### src/rtl/pipe_ctrl_unit.sv
// Pipeline controller for the 5-stage MIPS datapath: ID decode, ID/EX-EX/MEM-MEM/WB control
// registers, load-use stall, EX branch flush, EX forwarding selects and stall/flush counters.
// Define PIPE_CTRL_JUMP_EN to decode j (op 2) in ID; otherwise op 2 is an unknown opcode.
module pipe_ctrl_unit #(
  parameter int ALUOP_W = 3,
  parameter int RA_W    = 5,
  parameter int CNT_W   = 16
) (
  input  logic               clk,
  input  logic               rst,
  input  logic [5:0]         id_op,
  input  logic [5:0]         id_func,
  input  logic [RA_W-1:0]    id_rs,
  input  logic [RA_W-1:0]    id_rt,
  input  logic [RA_W-1:0]    id_rd,
  input  logic               ex_zero,
  output logic               id_sgnzero,
  output logic               pc_en,
  output logic               ifid_en,
  output logic               ifid_flush,
  output logic [1:0]         pc_src,
  output logic [ALUOP_W-1:0] ex_alu_op,
  output logic               ex_alu_src,
  output logic               mem_write,
  output logic               wb_regwrite,
  output logic               wb_mem2reg,
  output logic [RA_W-1:0]    wb_dst,
  output logic [1:0]         fwd_a,
  output logic [1:0]         fwd_b,
  output logic [CNT_W-1:0]   stall_cnt,
  output logic [CNT_W-1:0]   flush_cnt
);

  localparam logic [ALUOP_W-1:0] ALU_ADD   = ALUOP_W'(3'd0);
  localparam logic [ALUOP_W-1:0] ALU_SUB   = ALUOP_W'(3'd1);
  localparam logic [ALUOP_W-1:0] ALU_RTYPE = ALUOP_W'(3'd2);
  localparam logic [ALUOP_W-1:0] ALU_AND   = ALUOP_W'(3'd3);
  localparam logic [ALUOP_W-1:0] ALU_OR    = ALUOP_W'(3'd4);
  localparam logic [ALUOP_W-1:0] ALU_XOR   = ALUOP_W'(3'd5);
  localparam logic [ALUOP_W-1:0] ALU_SLT   = ALUOP_W'(3'd6);
  localparam logic [ALUOP_W-1:0] ALU_SLTU  = ALUOP_W'(3'd7);

  logic               d_regwrite, d_memwrite, d_memread, d_mem2reg;
  logic               d_branch, d_bne, d_alu_src, d_uses_rt;
  logic [ALUOP_W-1:0] d_alu_op;
  logic [RA_W-1:0]    d_dst;

  logic               ex_regwrite, ex_memwrite, ex_memread, ex_mem2reg, ex_branch, ex_bne;
  logic [RA_W-1:0]    ex_dst, ex_rs, ex_rt;
  logic               mem_regwrite, mem_mem2reg;
  logic [RA_W-1:0]    mem_dst;

  logic load_use, taken, stall, jump_fire, id_bubble;

  assign id_sgnzero = !(id_op inside {6'd12, 6'd13, 6'd14});

  always_comb begin
    d_regwrite = 1'b0;
    d_memwrite = 1'b0;
    d_memread  = 1'b0;
    d_mem2reg  = 1'b0;
    d_branch   = 1'b0;
    d_bne      = 1'b0;
    d_alu_src  = 1'b0;
    d_uses_rt  = 1'b0;
    d_alu_op   = ALU_ADD;
    d_dst      = '0;
    case (id_op)
      6'd0: begin
        d_uses_rt = 1'b1;
        if (id_func inside {[6'd32:6'd39], 6'd42, 6'd43}) begin
          d_regwrite = 1'b1;
          d_alu_op   = ALU_RTYPE;
          d_dst      = id_rd;
        end
      end
      6'd4, 6'd5: begin
        d_branch  = 1'b1;
        d_bne     = id_op[0];
        d_uses_rt = 1'b1;
        d_alu_op  = ALU_SUB;
      end
      6'd8, 6'd9, 6'd10, 6'd11, 6'd12, 6'd13, 6'd14: begin
        d_regwrite = 1'b1;
        d_alu_src  = 1'b1;
        d_dst      = id_rt;
        case (id_op)
          6'd10:   d_alu_op = ALU_SLT;
          6'd11:   d_alu_op = ALU_SLTU;
          6'd12:   d_alu_op = ALU_AND;
          6'd13:   d_alu_op = ALU_OR;
          6'd14:   d_alu_op = ALU_XOR;
          default: d_alu_op = ALU_ADD;
        endcase
      end
      6'd35: begin
        d_regwrite = 1'b1;
        d_memread  = 1'b1;
        d_mem2reg  = 1'b1;
        d_alu_src  = 1'b1;
        d_dst      = id_rt;
      end
      6'd43: begin
        d_memwrite = 1'b1;
        d_alu_src  = 1'b1;
        d_uses_rt  = 1'b1;
      end
      default: ;
    endcase
  end

  // Reset gates every hazard term so a stall or flush in progress is dropped in the reset cycle.
  assign load_use = !rst && ex_memread && (ex_dst != '0) &&
                    ((ex_dst == id_rs) || (d_uses_rt && (ex_dst == id_rt)));
  assign taken    = !rst && ex_branch && (ex_bne ? !ex_zero : ex_zero);
  assign stall    = load_use && !taken;
  assign id_bubble = load_use || taken;

  // A j held in ID behind a load-use stall fires on the cycle after the stall clears.
`ifdef PIPE_CTRL_JUMP_EN
  assign jump_fire = !rst && (id_op == 6'd2) && !taken && !load_use;
  assign pc_src    = taken ? 2'b01 : (jump_fire ? 2'b10 : 2'b00);
`else
  assign jump_fire = 1'b0;
  assign pc_src    = {1'b0, taken};
`endif

  assign pc_en      = !stall;
  assign ifid_en    = !stall;
  assign ifid_flush = taken || jump_fire;

  always_ff @(posedge clk) begin
    if (rst || id_bubble) begin
      ex_regwrite <= 1'b0;
      ex_memwrite <= 1'b0;
      ex_memread  <= 1'b0;
      ex_mem2reg  <= 1'b0;
      ex_branch   <= 1'b0;
      ex_bne      <= 1'b0;
      ex_alu_op   <= '0;
      ex_alu_src  <= 1'b0;
      ex_dst      <= '0;
      ex_rs       <= '0;
      ex_rt       <= '0;
    end else begin
      ex_regwrite <= d_regwrite;
      ex_memwrite <= d_memwrite;
      ex_memread  <= d_memread;
      ex_mem2reg  <= d_mem2reg;
      ex_branch   <= d_branch;
      ex_bne      <= d_bne;
      ex_alu_op   <= d_alu_op;
      ex_alu_src  <= d_alu_src;
      ex_dst      <= d_dst;
      ex_rs       <= id_rs;
      ex_rt       <= id_rt;
    end
  end

  always_ff @(posedge clk) begin
    if (rst) begin
      mem_regwrite <= 1'b0;
      mem_write    <= 1'b0;
      mem_mem2reg  <= 1'b0;
      mem_dst      <= '0;
      wb_regwrite  <= 1'b0;
      wb_mem2reg   <= 1'b0;
      wb_dst       <= '0;
    end else begin
      mem_regwrite <= ex_regwrite;
      mem_write    <= ex_memwrite;
      mem_mem2reg  <= ex_mem2reg;
      mem_dst      <= ex_dst;
      wb_regwrite  <= mem_regwrite;
      wb_mem2reg   <= mem_mem2reg;
      wb_dst       <= mem_dst;
    end
  end

  // EX/MEM is the younger producer, so it is checked first; $0 never forwards.
  always_comb begin
    fwd_a = 2'b00;
    fwd_b = 2'b00;
    if (!rst) begin
      if (mem_regwrite && (mem_dst != '0) && (mem_dst == ex_rs))     fwd_a = 2'b10;
      else if (wb_regwrite && (wb_dst != '0) && (wb_dst == ex_rs))   fwd_a = 2'b01;
      if (mem_regwrite && (mem_dst != '0) && (mem_dst == ex_rt))     fwd_b = 2'b10;
      else if (wb_regwrite && (wb_dst != '0) && (wb_dst == ex_rt))   fwd_b = 2'b01;
    end
  end

  always_ff @(posedge clk) begin
    if (rst) begin
      stall_cnt <= '0;
      flush_cnt <= '0;
    end else begin
      if (stall && (stall_cnt != '1))
        stall_cnt <= stall_cnt + CNT_W'(1);
      if ((taken || jump_fire) && (flush_cnt != '1))
        flush_cnt <= flush_cnt + CNT_W'(1);
    end
  end

endmodule

### config.mk
export PLATFORM = sky130hd
export DESIGN_NAME = pipe_ctrl_unit
export DESIGN_NICKNAME = d
export VERILOG_FILES = /design/src/rtl/pipe_ctrl_unit.sv
export SDC_FILE = /design/constraint.sdc
export NUM_CORES = 1
export LEC_CHECK = 0
export ABC_AREA = 1
export BUFFER_PORTS_ARGS = -buffer_cell sky130_fd_sc_hd__buf_4
export CELL_PAD_IN_SITES_DETAIL_PLACEMENT = 1
export CELL_PAD_IN_SITES_GLOBAL_PLACEMENT = 1
export CORE_MARGIN = 2
export CORE_UTILIZATION = 41
export CTS_CLUSTER_DIAMETER = 30
export DETAILED_ROUTE_END_ITERATION = 10
export PLACE_DENSITY = 0.89
export SETUP_SLACK_MARGIN = 0.4
export SYNTH_ARGS = -nofsm -noshare
export SYNTH_HDL_FRONTEND = slang
export SYNTH_SLANG_ARGS = --single-unit
### constraint.sdc
create_clock -name clk -period 4.06 [get_ports clk]
set_input_delay 0.406 -clock clk [delete_from_list [all_inputs] [get_ports clk]]
set_output_delay 0.406 -clock clk [all_outputs]
set_load 0.05 [all_outputs]
==> metrics.cfg <==
[yosys]
ys_warn_count=0
yosys.cell_types.count=39
ys_ff_latch=71
synth_top_area_share_pct=39.1
synth_top_cells_by_count=101 x nor2_1, 93 x inv_1, 91 x nand2_1
synth.area.top_cells=dfxtp_1 39%, nor2_1 10%, inv_1 9.6%, nand2_1 9.4%, xor2_1 3.4%
synth_top_area_cell=dfxtp_1
syn_inst=533
syn_area_per_cell_um2=6.83
synth_flop_cell=dfxtp_1
yosysSeqAreaShare_pct=39.1
synth_edf_count=0
syn-cell-area_mm2=0.00364
synth_most_common_cell=nor2_1
syn_nets=565
synth-async-reset-ratio_pct=0

[critical_path]
crit_top_cell=inv_1
critPathArrivalTime_ps=1910
worstSetupPathType=reg -> out
crit_required_ps=3650
path_cells=inv_1 > nand3_1 > nand2_1 > inv_1 > nand3_2 > buf_4
critPathLaunchType=register
slowest_delay_ps=400
critPathMaxFanout=12
endpoint_kind=output port
critPathSlowestCell=dfxtp_1

[drt]
routed_wl_mm=10.2
ant_nets=0
vias_per_cell=5.00
vias=3628
drc_errors=0
initialDrtViolationCount=65
drtPass1Iterations=4
wl_per_cell_um=14.1

[power]
leakage_nw=2.10
power_density_mw_per_mm2=327
irDropWorstVdd_mv=0.147

[grt]
antenna_found_initial=0
grt_pass1_vias=3799
grt_usage_pct=21.8
grt_pass1_wl_mm=17.4
grt_max_degree=28
grt_overflow=0

[sta]
skew_ps=6.47
setup_tns_ps=0
final_hold_viol_count=0
period_minus_slack_ps=2320
setup_viol=0
rsz0062_at_grt=false
period_share_pct=57.1
fmax_mhz=431
drv_slew=0
setup_slack_ps=1740

[floorplanning]
die_area_mm2=0.00964
ioPinCount=84
die_w_um=98.2
rows=34
initial_core_util_pct=41.9
die_h_um=98.2
core_mm2=0.00868

[clock_tree]
path_clk_slew_ps=80
hold_buffers=0
cts_root_buffer=clkbuf_8
clk_latency_ps=350
cts_buffer_depth=2
post_cts_resized=0
postCtsSetupRepairBufs=0
cts_num_sinks=71
h-tree-depth=3
tritoncts=done
cts_buffers=9

[final_layout]
multi_input_area_mm2=0.00175
nFillCells=1196
register_area_mm2=0.00142
antenna_cells_inserted=0
final_nets=644
drive_gt1_share_pct=20.3
area_growth_syn_to_layout_pct=24.1

[run_status]
outcome=finished clean

[hold_path]
hold_path.class=in -> reg

[flow_run]
max-cap-violations=0

[placed_design]
post-place-ws_ps=1920
hpwl_mm=7.78
portBuffers=81
gp_congestion=0.893

-- per-stage QoR --
step / instance area (um^2) / std cells / hold slack, ps / total power, W / utilization (%)
2_1_floorplan: 3640 / 533 / 388 / 0.000793 / -
3_5_place_dp: 4290 / 709 / 400 / 0.000836 / 49.4
4_1_cts: 4520 / 725 / 256 / 0.00149 / 52.0
3_3_place_gp: 4290 / 709 / 398 / 0.000831 / 49.4
5_1_grt: 4520 / 725 / 267 / 0.00153 / 52.0
6_report: 4520 / 725 / 274 / 0.00148 / 52.0
-- layout by cell type, fill, tap and decap left out, types with 2 or more instances in the layout --
cell and n:
a21oi_1 23, inv_1 93, nand3_1 24, nand2_2 3, o21ai_1 7, nand3_2 3, xnor2_1 6, buf_4 82
xor2_1 14, o21ai_0 15, and3_1 2, a31oi_1 4, nand2_1 91, nor4_1 4, nor2_1 101, bufinv_16 2
nor3_1 7, o21bai_1 2, clkinv_4 3, o22ai_1 2, nor2_2 12, ha_1 2, nand4_1 18, inv_2 2
clkbuf_8 10, dfxtp_1 71
-- cell families after synthesis --
kind of cell,Yosys count,synth area share (%)
other cells,1,0.103
buf+inv,110,12.8
simple gates,273,34.2
xor+xnor,20,4.81
fa+ha+maj,2,0.688
compound gates,56,8.36
flops,71,39.1
-- final timing paths --
| kind | from | end | slack (ps) | depth (start not counted) |
|---|---|---|---|---|
| max | ex_dst[0] | pc_en | 1740 | 6 |
| min | id_op[3] | ex_mem2reg | 270 | 2 |
| max reg2reg | ex_dst[2] | ex_alu_op[0] | 2090 | 7 |
| min reg2reg | ex_memwrite | mem_write | 400 | 2 |
-- metal layers --
metal / GRT usage (%) / part of all wire, % / up-vias
li1: - / - / 1818
met1: 26.7 / 44 / 1722
met2: 39.1 / 50 / 72
met3: 3.72 / 3.9 / 16
met4: 7.06 / 1.7 / 0
met5: 0 / 0 / -
-- final cells by class --
cell class / instances / area share, %
repair buffers: 82 / 13.6
inverters: 96 / 7.98
flip-flops and latches: 71 / 31.5
clock inverters: 6 / 2.08
well taps: 108 / 2.99
multi-input cells: 352 / 38.8
clock buffers: 10 / 3.05
-- flip-flops by register name (all words and copies together), names as in the netlist, 3 cells and up --
signal / count
flush_cnt: 16
stall_cnt: 16
ex_dst: 5
ex_rs: 5
ex_rt: 5
mem_dst: 5
wb_dst: 5
ex_alu_op: 3
-- where the power goes --
group | internal, W | switching [W]
clock | 0.000366 | 0.000292
combinational | 0.0000426 | 0.0000624
sequential | 0.000705 | 0.00000912
-- critical path: cells and delay by family, from the launching register on --
family / cells / cell delay (ps)
DFF: 1 / 400
buffers and inverters: 3 / 690
and+or+nand+nor: 3 / 450
Power figures use the tool's default switching activity.
